$ cat config.mk
export PLATFORM = sky130hd
export DESIGN_NAME = ad_decimator_flat
export DESIGN_NICKNAME = d
export VERILOG_FILES = /design/src/rtl/scope_pkg.sv /design/src/rtl/ad_decimator_if.sv /design/src/rtl/deci_reduce.sv /design/src/rtl/ad_decimator.sv /design/src/flat_wrapper.sv
export SDC_FILE = /design/constraint.sdc
export NUM_CORES = 1
export LEC_CHECK = 0
export ABC_AREA = 1
export CORE_ASPECT_RATIO = 0.75
export CORE_MARGIN = 1
export CORE_UTILIZATION = 50
export DETAILED_ROUTE_END_ITERATION = 8
export MAX_ROUTING_LAYER = met4
export PLACE_DENSITY = 0.69
export SYNTH_ARGS = -nofsm -noshare
export SYNTH_HDL_FRONTEND = slang
export SYNTH_SLANG_ARGS = --single-unit
$ cat constraint.sdc
create_clock -name ad_clk -period 6.7 [get_ports ad_clk]
set_clock_uncertainty 0.2 [all_clocks]
set_input_delay 2.01 -clock ad_clk [delete_from_list [all_inputs] [get_ports ad_clk]]
set_output_delay 2.01 -clock ad_clk [all_outputs]
set_load 0.05 [all_outputs]
$ cat src/rtl/scope_pkg.sv
`default_nettype none
// ============================================================================
// Package  : scope_pkg
// Brief    : Shared widths, decimation mode encoding and exponent clamp for
//            the scope front end.
// Revision : 1.0 - initial release
// ============================================================================
package scope_pkg;

    localparam int DATA_W  = 12;
    localparam int MAX_EXP = 10;

    typedef enum logic [1:0] {
        DECI_POINT = 2'd0,
        DECI_AVG   = 2'd1,
        DECI_MAX   = 2'd2,
        DECI_MIN   = 2'd3
    } deci_mode_t;

    function automatic logic [3:0] clamp_exp(input logic [3:0] exp_in, input logic [3:0] exp_max);
        return (exp_in > exp_max) ? exp_max : exp_in;
    endfunction

endpackage
`default_nettype wire

$ cat src/rtl/ad_decimator_if.sv
`default_nettype none
// ============================================================================
// Interface: ad_decimator_if
// Brief    : Raw ADC stream, decimation control and reduced-sample output.
// Revision : 1.0 - initial release
// ============================================================================
interface ad_decimator_if #(
    parameter int DATA_W = scope_pkg::DATA_W
);
    logic [DATA_W-1:0] ad_data;
    logic [3:0]        deci_exp;
    logic [1:0]        deci_mode;
    logic              deci_clr;
    logic [DATA_W-1:0] deci_data;
    logic              deci_valid;

    modport master (
        output ad_data, deci_exp, deci_mode, deci_clr,
        input  deci_data, deci_valid
    );

    modport slave (
        input  ad_data, deci_exp, deci_mode, deci_clr,
        output deci_data, deci_valid
    );
endinterface
`default_nettype wire

$ cat src/rtl/deci_reduce.sv
`default_nettype none
// ============================================================================
// Module   : deci_reduce
// Brief    : Mode-selected accumulate / compare datapath; result includes the
//            current sample.
// Revision : 1.0 - initial release
// ============================================================================
module deci_reduce #(
    parameter int DATA_W  = scope_pkg::DATA_W,
    parameter int MAX_EXP = scope_pkg::MAX_EXP
) (
    input  wire logic                 ad_clk,
    input  wire logic                 rst_n,
    input  wire logic                 first,
    input  wire logic [DATA_W-1:0]    sample,
    input  scope_pkg::deci_mode_t     mode,
    input  wire logic [3:0]           exp,
    output logic      [DATA_W-1:0]    result
);
    import scope_pkg::*;

    localparam int ACC_W = DATA_W + MAX_EXP;

    logic [ACC_W-1:0]  r_acc;
    logic [ACC_W-1:0]  w_acc_next;
    logic [ACC_W-1:0]  w_sample_ext;
    logic [DATA_W-1:0] w_held;

    always_comb begin
        w_sample_ext = ACC_W'(sample);
        w_held       = r_acc[DATA_W-1:0];
        w_acc_next   = r_acc;
        if (first) begin
            w_acc_next = w_sample_ext;
        end else begin
            case (mode)
                DECI_AVG: w_acc_next = r_acc + w_sample_ext;
                DECI_MAX: if (sample > w_held) w_acc_next = w_sample_ext;
                DECI_MIN: if (sample < w_held) w_acc_next = w_sample_ext;
                default:  w_acc_next = r_acc;
            endcase
        end
    end

    // Average is a plain truncating shift of the full-width window sum.
    assign result = (mode == DECI_AVG) ? DATA_W'(w_acc_next >> exp)
                                       : w_acc_next[DATA_W-1:0];

    always_ff @(posedge ad_clk) begin
        if (!rst_n) begin
            r_acc <= '0;
        end else begin
            r_acc <= w_acc_next;
        end
    end

endmodule
`default_nettype wire

$ cat src/rtl/ad_decimator.sv
`default_nettype none
// ============================================================================
// Module   : ad_decimator
// Brief    : Reduces each 2^N-sample ADC window to one strobed output sample.
// Revision : 1.0 - initial release
// ============================================================================
module ad_decimator #(
    parameter int DATA_W  = scope_pkg::DATA_W,
    parameter int MAX_EXP = scope_pkg::MAX_EXP
) (
    input  wire logic     ad_clk,
    input  wire logic     rst_n,
    ad_decimator_if.slave bus
);
    import scope_pkg::*;

    localparam logic [MAX_EXP-1:0] C_ONE = MAX_EXP'(1);

    logic [MAX_EXP-1:0] r_cnt;
    logic [3:0]         r_exp;
    deci_mode_t         r_mode;
    logic               r_armed;
    logic [DATA_W-1:0]  r_deci_data;
    logic               r_deci_valid;

    logic [MAX_EXP-1:0] w_last_cnt;
    logic [3:0]         w_exp;
    deci_mode_t         w_mode;
    logic [DATA_W-1:0]  w_result;
    logic               w_first;
    logic               w_last;
    logic               w_idle;

    // At window start the live config governs, so a window never mixes settings.
    assign w_first    = (r_cnt == '0);
    assign w_exp      = w_first ? clamp_exp(bus.deci_exp, 4'(MAX_EXP)) : r_exp;
    assign w_mode     = w_first ? deci_mode_t'(bus.deci_mode) : r_mode;
    assign w_last_cnt = (C_ONE << w_exp) - C_ONE;
    assign w_last     = (r_cnt == w_last_cnt);
    // The first cycle after reset release is spent idle, like a clear.
    assign w_idle     = !r_armed || bus.deci_clr;

    deci_reduce #(
        .DATA_W  (DATA_W),
        .MAX_EXP (MAX_EXP)
    ) u_reduce (
        .ad_clk (ad_clk),
        .rst_n  (rst_n),
        .first  (w_first),
        .sample (bus.ad_data),
        .mode   (w_mode),
        .exp    (w_exp),
        .result (w_result)
    );

    always_ff @(posedge ad_clk) begin
        if (!rst_n) begin
            r_cnt        <= '0;
            r_exp        <= '0;
            r_mode       <= DECI_POINT;
            r_armed      <= 1'b0;
            r_deci_data  <= '0;
            r_deci_valid <= 1'b0;
        end else begin
            r_armed      <= 1'b1;
            r_deci_valid <= 1'b0;
            if (w_idle) begin
                r_cnt <= '0;
            end else begin
                if (w_first) begin
                    r_exp  <= w_exp;
                    r_mode <= w_mode;
                end
                if (w_last) begin
                    r_cnt        <= '0;
                    r_deci_data  <= w_result;
                    r_deci_valid <= 1'b1;
                end else begin
                    r_cnt <= r_cnt + C_ONE;
                end
            end
        end
    end

    assign bus.deci_data  = r_deci_data;
    assign bus.deci_valid = r_deci_valid;

endmodule
`default_nettype wire

$ cat src/flat_wrapper.sv
// flat-port wrapper written by rule: the top's interface ports become plain ports
module ad_decimator_flat import scope_pkg::*;
#(
    parameter int DATA_W  = scope_pkg::DATA_W,
    parameter int MAX_EXP = scope_pkg::MAX_EXP
)
  (ad_clk, rst_n, bus_ad_data, bus_deci_exp, bus_deci_mode, bus_deci_clr, bus_deci_data, bus_deci_valid);
  ad_decimator_if #(.DATA_W(DATA_W)) bus_i ();
  input  wire logic ad_clk;
  input  wire logic rst_n;
  input wire logic [$bits(bus_i.ad_data)-1:0] bus_ad_data;
  input wire logic [$bits(bus_i.deci_exp)-1:0] bus_deci_exp;
  input wire logic [$bits(bus_i.deci_mode)-1:0] bus_deci_mode;
  input wire logic [$bits(bus_i.deci_clr)-1:0] bus_deci_clr;
  output wire logic [$bits(bus_i.deci_data)-1:0] bus_deci_data;
  output wire logic [$bits(bus_i.deci_valid)-1:0] bus_deci_valid;
  assign bus_i.ad_data = bus_ad_data;
  assign bus_i.deci_exp = bus_deci_exp;
  assign bus_i.deci_mode = bus_deci_mode;
  assign bus_i.deci_clr = bus_deci_clr;
  assign bus_deci_data = bus_i.deci_data;
  assign bus_deci_valid = bus_i.deci_valid;
  ad_decimator #(.DATA_W(DATA_W), .MAX_EXP(MAX_EXP)) u_core (.ad_clk(ad_clk), .rst_n(rst_n), .bus(bus_i));
endmodule
; Yosys cells after proc, flatten, opt, wreduce, memory -nomap -nowiden
; Index checks and enable logic that the tools add are counted.
[word_totals]
reg_bits = 52
input_bits = 21
out_inout_bits = 13
word_cells = 38
[classes]
add_sub_neg = 3
n_lt_le_gt_ge = 3
eq_ne = 4
shifts = 2
n_mux = 10
bitwise_logic = 2
reduce_logical = 7
[op_table]
columns = cell, n
row1 = $mux 22, 3
row2 = $pmux 22 s3, 1
row3 = $add 22x12->22, 1
row4 = $shr 22x4->12, 1
row5 = $gt 12x12->1, 1
row6 = $lt 12x12->1, 1
row7 = $mux 12, 1
row8 = $add 10x1->10 const B, 1
row9 = $eq 10x10->1, 1
row10 = $logic_not 10->1, 1
row11 = $shl 1x4->10 const A, 1
row12 = $sub 10x1->10 const B, 1
row13 = $mux 4, 2
row14 = $eq 2x2->1 const B, 2
row15 = $gt 4x4->1 const B, 1
row16 = $reduce_and 2->1, 2
row17 = $reduce_or 3->1, 1
row18 = $eq 2x1->1 const B, 1
row19 = $mux 1, 2
row20 = $mux 2, 1
row21 = $not 1->1, 2
row22 = $reduce_or 2->1, 1
row23 = $logic_not 1->1, 1
row24 = $logic_or 1x1->1, 1

; Logic depth before layout (Yosys ltp)
; Gate-level depths: netlist of run 1.
[depth]
depth_word = 7
mapped_depth = 25
ltp_nobuf = 24

; Cells and area by module
; A second synthesis of run 1 with hierarchy kept.
[hier_totals]
hier_cells = 998
hier_area_um2 = 5713.0
[by_module_without_submodules]
columns = module, instances, cells_each, area_each_um2
row1 = deci_reduce, 1, 717, 3806.2
row2 = ad_decimator, 1, 281, 1906.8

; Least setup slack after synthesis of run 1
; No wires, ideal clock.
[synth_timing]
path_type = in2reg
startpoint = in bus_deci_exp[3]
endpoint = reg u_core.r_deci_data[7] (netlist: u_core.bus.deci_data[7])
arrival_ns = 4.444
t_required_ns = 6.433
setup_slack_ns = 1.989
path_stages = 22
path_buffers = 2
path_cell_list = inv_1 a21oi_1 nor2_1 nand2_1 o21ai_1 buf_2 nand2_1 nor2_1 nand2_1 ha_1 xor2_1 nand3_1 inv_1 nand4_1 nor3_1 nand2_1 nor2_2 nand3_2 buf_6 nor2_1 nand2_1 a21oi_2
[synth_between]
elab_chain_len = 7
[synth_lines]
columns = item, line
row1 = "start, declared", flat_wrapper.sv:12  ; input wire logic [$bits(bus_i.deci_exp)-1:0] bus_deci_exp;
row2 = $gt 4x4->1, scope_pkg.sv:21  ; return (exp_in > exp_max) ? exp_max : exp_in;
row3 = $mux 4 (*), scope_pkg.sv:21
row4 = $mux 4 (*), ad_decimator.sv:36  ; assign w_exp = w_first ? clamp_exp(bus.deci_exp, 4'(MAX_EXP)) : r_exp;
row5 = $shl 1x4->10, ad_decimator.sv:38  ; assign w_last_cnt = (C_ONE << w_exp) - C_ONE;
row6 = $sub 10x1->10, ad_decimator.sv:38
row7 = $eq 10x10->1, ad_decimator.sv:39  ; assign w_last = (r_cnt == w_last_cnt);
row8 = $reduce_and 2->1 (no line), n/a
row9 = "end signal, assigned", ad_decimator.sv:76  ; r_deci_data <= w_result;
row10 = "end, declared", ad_decimator.sv:23  ; logic [DATA_W-1:0] r_deci_data;
; Mark *: on every way between the ends. The rest lies on a longest branch, timed or not.
; A chain may end at the register's enable or synchronous reset.

; Final worst setup path of run 1
[layout_timing]
startpoint = in bus_deci_exp[2]
endpoint = reg u_core.r_deci_data[1] (netlist: u_core.bus.deci_data[1])
; The elaborated chain is that of the path after synthesis.

==> results of run 1 <==
## through the flow
stage | worst slack (ps) | cell area, um2 | power, mW | instances
3_5_place_dp | 746 | 5680 | 0.670 | 1074
5_1_grt | 517 | 5850 | 1.03 | 1082
4_1_cts | 1030 | 5850 | 0.968 | 1082
6_report | 984 | 5850 | 0.971 | 1082
3_3_place_gp | 983 | 5680 | 0.668 | 1074
2_1_floorplan | 1990 | 5250 | 0.575 | 929
## layer usage
metal  vias to the layer above  track usage [%]  routed length, um
li1                       3011                -                  -
met1                      2749             49.1               8400
met2                       239             46.0               6570
met3                        14             6.12               1600
met4                         0             5.04                179
met5                         -                -                  0
## final timing paths
kind	end	from	slack, ps	depth (start not counted)
min	u_core.r_cnt[9]	u_core.r_cnt[9]	270	2
min reg2reg	u_core.r_cnt[9]	u_core.r_cnt[9]	270	2
max	u_core.bus.deci_data[1]	bus_deci_exp[2]	980	22
max reg2reg	u_core.bus.deci_data[1]	u_core.r_cnt[0]	1870	23
## flip-flops by register name, indices dropped and copies added, names as in the netlist
register               cells
u_core.u_reduce.r_acc     22
u_core.r_exp               4
u_core.bus.deci_data      12
u_core.r_mode              2
u_core.r_armed             1
u_core.r_cnt              10
u_core.bus.deci_valid      1
## power breakdown
part,switching [mW],internal (mW),total (mW)
Combinational,0.239,0.109,0.349
Clock,0.121,0.176,0.297
Sequential,0.00741,0.318,0.326
Total,0.368,0.603,0.971
## logic make-up (layout without fill, tap and decap cells)
group / Yosys count / in the layout / share of synthesized area, %
simple gates: 612 / 612 / 51.7
buf+inv: 139 / 160 / 10.3
compound gates: 82 / 82 / 8.74
flops: 52 / 52 / 19.8
fa+ha+maj: 28 / 28 / 6.81
xor+xnor: 16 / 16 / 2.67
## critical path, cell delays in order
cell,delay (ps)
clkdlybuf4s50_1,480
inv_1,80
a21oi_1,180
nand2b_1,150
nand2_1,50
o21ai_1,120
buf_4,300
inv_1,70
buf_4,220
nand2_1,110
ha_1,240
xor2_1,180
nand3_1,100
inv_1,60
nand4_1,80
nor3_1,160
nand2_1,90
nor2_2,120
nand3_2,440
nor2_1,240
nand2_1,80
a21oi_1,130
## cell type report
class	count	area, um2
multi-input cells	738	3670
inverters	114	430
clock buffers	5	125
flip-flops and latches	52	1040
fillers	1016	4080
repair buffers	38	368
well taps	132	165
clock inverters	3	42.5
## Yosys cell counts, drive strengths merged (2+ instances only)
library cell	number	area, um2
a21oi	54	274
ha	27	338
nand3	158	826
nor2	110	474
nor3	10	50.1
or2	7	43.8
xor2	16	140
buf	10	52.6
o21ai	19	118
nor3b	3	22.5
nand2b	2	12.5
inv	112	423
and2	6	37.5
nand3b	5	37.5
clkbuf	15	56.3
dfxtp	52	1040
clkinv	2	7.51
a21o	2	15.0
o21bai	5	37.5
nand2	299	1130
nand4	11	68.8
==> metrics, run 1 <==
Final Hold Slack=269 ps; DRC=0; Crit Path Class=input pin to flip-flop; RSZ-0062 raised after global routing=no; Post-synth ARST share=0%; FMAX=175 MHz; I/O Buffers=33; setup tns final=0 ps; Post-CTS Hold Fix Bufs=0; CTS resizes=0; Synth Net Count=978; Core Util, Final=58.9%; Yosys reg bits=52; share of layout cells above drive strength 1=5.16%; CP required=6700 ps; number of flops mapped to enable cells by yosys=0; vias in the first global route=5477; Routed WL=16.7 mm; Crit. End Element=flip-flop; router iterations before antenna repair=6; commonest non-fill, non-tap cell in the layout=nand2_1; Power per Cell Area=166 nW/um2; worst skew pair latency=300 ps; die height=90.8 um; Nets=998; GRT overflow=0; final hold vios=0; H-Tree Depth=2; CTS tree=yes; final setup fails=0; arrival time worst endpoint=5720 ps; Vias/cell=5.56; maximum clock path buffer count=2; min cycle time layout=5720 ps; period utilization=85.3%; fin. max-slew vios=0; antenna-violating nets left=0; Synth Warn #=0; starting density of the core=52.9%; synthesized area=5250 um2; Root Buffer=clkbuf_16; register area share after synthesis=19.8%; cts bufs inserted=5; area delta synth->final=11.3%; syn avg cell area=5.65 um2; DP HPWL=13.2 mm; Setup Buffers After CTS=0; status=completed; n_diodes=0; Die Width=120 um; most frequent cells in the layout=296 x nand2_1, 154 x nand3_1, 107 x inv_1, 96 x nor2_1, 53 x a21oi_1; initial antenna violation count=0; IO Pins=34; clk sink count=52; vias=6013; Worst Tran Pin Value=1090 ps; total die area=10900 um2; startpoint types=input pin; drt wl/cell=15.5 um; cells after synthesis=929; CORE AREA=9930 um2; largest net degree at the start of global routing=36; max-cap violations=0; first-pass GRT wire length=27.9 mm; Lkg Pwr=2.87 nW; post-synth cell types=40; DR iter-0 viols=694; row cnt=31; clock slew at reported path FFs=70 ps; worst hold path class=flip-flop to flip-flop; peak supply drop=91.9 uV; Slew headroom=27.4%; RD Place Congestion=0.937; overall global routing resource usage=32.9%; worst-path fanout max=25; top_reg_cell synth=dfxtp_1
(Power assumes the default switching activity.)
==> inputs of run 2 (changes only) <==
--- a/config.mk
+++ b/config.mk
@@ -8,10 +8,8 @@
 export ABC_AREA = 1
 export CORE_ASPECT_RATIO = 0.75
 export CORE_MARGIN = 1
-export CORE_UTILIZATION = 50
+export CORE_UTILIZATION = 45
 export DETAILED_ROUTE_END_ITERATION = 8
-export MAX_ROUTING_LAYER = met4
-export PLACE_DENSITY = 0.69
 export SYNTH_ARGS = -nofsm -noshare
 export SYNTH_HDL_FRONTEND = slang
 export SYNTH_SLANG_ARGS = --single-unit
==> run 2 against run 1 <==
Sequential cell count unchanged. Clock-buffer cell count did not move. First-iteration DRC count is 24% lower. Clock power rose by 4%.
==> metrics, run 2 (same netlist as run 1, synthesis figures left out) <==
Setup Buffers After CTS=0 (unchanged); DR iter-0 viols=526 (was 694); critical path buffer and inverter count=4 (was 6); area delta synth->final=11.6% (was 11.3%); Post-DP Area=5690 um2 (was 5680 um2); area of the multi-input gates=3670 um2 (unchanged); most frequent cells in the layout=296 x nand2_1, 154 x nand3_1, 107 x inv_1, 96 x nor2_1, 53 x a21oi_1 (unchanged); arrival time worst endpoint=5780 ps (was 5720 ps); initial antenna violation count=0 (unchanged); antenna-violating nets left=0 (unchanged); register area=1040 um2 (unchanged); worst-path fanout max=25 (unchanged); CP startpoint=bus_deci_exp[2] (unchanged); fin. max-slew vios=0 (unchanged); max-cap violations=0 (unchanged); most used cell along the critical path=nand2_1 (unchanged); router iterations before antenna repair=5 (was 6); clk sink count=52 (unchanged); dpl ws=809 ps (was 746 ps); die height=95.6 um (was 90.8 um); Worst Tran Pin Value=1100 ps (was 1090 ps); CORE AREA=11100 um2 (was 9930 um2); n_diodes=0 (unchanged); end point of the worst hold path=u_core.r_cnt[9] (unchanged); Nets=998 (unchanged); largest net degree at the start of global routing=36 (unchanged); final setup margin=941 ps (was 984 ps); first-pass GRT wire length=27.9 mm (about the same); worst reg2reg setup slack=1760 ps (was 1870 ps); clock slew at reported path FFs=80 ps (was 70 ps); setup tns final=0 ps (unchanged); vias=6038 (was 6013); Power per Cell Area=168 nW/um2 (was 166 nW/um2); r2r startpoint=u_core.r_cnt[0] (unchanged); CTS resizes=0 (unchanged); maximum clock path buffer count=2 (unchanged); worst hold path class=flip-flop to flip-flop (unchanged); total die area=12100 um2 (was 10900 um2); I/O Buffers=33 (unchanged); Die Width=127 um (was 120 um); GRT overflow=0 (unchanged); design area=5860 um2 (was 5850 um2); peak supply drop=122 uV (was 91.9 uV); row cnt=33 (was 31); RD Place Congestion=0.934 (was 0.937); commonest non-fill, non-tap cell in the layout=nand2_1 (unchanged); vias in the first global route=5266 (was 5477); overall global routing resource usage=29.8% (was 32.9%); Crit Path Class=input pin to flip-flop (unchanged); Routed WL=17.5 mm (was 16.7 mm); Root Buffer=clkbuf_16 (unchanged); min cycle time layout=5760 ps (was 5720 ps); drt wl/cell=16.1 um (was 15.5 um); final hold vios=0 (unchanged); CTS tree=yes (unchanged); share of layout cells above drive strength 1=5.16% (unchanged); Lkg Pwr=2.87 nW (about the same); r2r endpoint=u_core.bus.deci_data[7] (was u_core.bus.deci_data[1]); final setup fails=0 (unchanged); Top reg by flops=u_core.u_reduce.r_acc (unchanged); Post-CTS Hold Fix Bufs=0 (unchanged); FMAX=174 MHz (was 175 MHz); Vias/cell=5.54 (was 5.56); cts bufs inserted=5 (unchanged); Fillers=1212 (was 1016); CP required=6720 ps (was 6700 ps); worst skew pair latency=300 ps (about the same); status=completed (unchanged); max FFs per register=22 (unchanged); CP delay by family, top=simple AND/OR/NAND/NOR gates (unchanged); hold path start=u_core.r_cnt[9] (unchanged); DP HPWL=13.9 mm (was 13.2 mm); Crit. End Element=flip-flop (unchanged); DRC=0 (unchanged); Slew headroom=26.2% (was 27.4%); startpoint types=input pin (unchanged); period utilization=85.9% (was 85.3%); IO Pins=34 (unchanged); starting density of the core=47.1% (was 52.9%); slowest stage delay, CP=490 ps (was 480 ps); cells along the critical path=clkdlybuf4s50_1, inv_1, a21oi_1, nand2b_1, nand2_1, o21ai_1, nand2_1, nor2_1, inv_1, ha_1, xor2_1, nand3_1, inv_1, nand4_1, nor3_1, nand2_1, nor2_2, nand3_2, nor2_1, nand2_1, a21oi_2 (was clkdlybuf4s50_1, inv_1, a21oi_1, nand2b_1, nand2_1, o21ai_1, buf_4, inv_1, buf_4, nand2_1, ha_1, xor2_1, nand3_1, inv_1, nand4_1, nor3_1, nand2_1, nor2_2, nand3_2, nor2_1, nand2_1, a21oi_1); R2R depth=23 (unchanged); H-Tree Depth=2 (unchanged); RSZ-0062 raised after global routing=no (unchanged); CP max-delay cell=nand3_2 (was clkdlybuf4s50_1); Hold Path Stages=2 (unchanged)
-- run 2: cell types whose count changed in the layout (fill, tap and decap cells not counted), sizes merged --
cell    previous run  this run
inv              112       113
clkinv             3         2
-- run 2: final cells by class --
cell class / count / area share (%)
Multi-Input combinational cell: 738 / 62.7
Tap cell: 140 / 2.99
Timing Repair Buffer: 38 / 6.28
Inverter: 114 / 7.35
Sequential cell: 52 / 17.8
Clock inverter: 3 / 0.790
Clock buffer: 5 / 2.14
-- run 2: worst max-delay path by stage --
stage                              end  slack (ps)  cells after the start
6_report       u_core.bus.deci_data[7]         940                     21
3_3_place_gp   u_core.bus.deci_data[7]         970                     19
4_1_cts        u_core.bus.deci_data[7]        1100                     21
5_1_grt        u_core.bus.deci_data[7]         620                     21
3_5_place_dp   u_core.bus.deci_data[7]         810                     21
2_1_floorplan  u_core.bus.deci_data[7]        1990                     22
-- run 2: worst register-to-register path, stage by stage (launching register included) --
cell	delay (ps)
dfxtp_1	380
inv_1	80
ha_1	290
nand3_4	170
nor2_1	220
nand2_1	380
nand2_1	250
o21ai_4	160
inv_2	160
nand2_1	120
nor2_1	250
inv_1	80
ha_1	310
xor2_1	150
nand3_1	80
inv_1	50
nand4_1	80
nor3_1	190
nand2_1	90
nor2_2	130
nand3_2	490
nor2_1	310
nand2_1	110
a21oi_2	110
-- run 2: routing by layer --
layer | vias to the layer above | part of all wire, % | track usage (%)
li1 | 3014 | - | -
met1 | 2778 | 53 | 46.3
met2 | 236 | 38 | 43.0
met3 | 10 | 7.8 | 4.77
met4 | 0 | 0.69 | 4.27
met5 | - | 0 | 0
-- run 2: metrics by stage --
stage	power (mW)	cells	hold WS, ps	util [%]
final	0.987	1090	269	52.6
after global routing	1.05	1090	296	52.6
after CTS	0.983	1090	265	52.6
after detailed placement	0.675	1082	253	51.0
after global placement	0.674	1082	249	51.0
after floorplan	0.575	929	239	-
-- run 2: power breakdown --
group | switching, mW | leakage [nW] | internal [mW]
combinational | 0.242 | 2.37 | 0.110
sequential | 0.00807 | 0.424 | 0.318
clock | 0.131 | 0.0804 | 0.178
total | 0.381 | 2.87 | 0.606
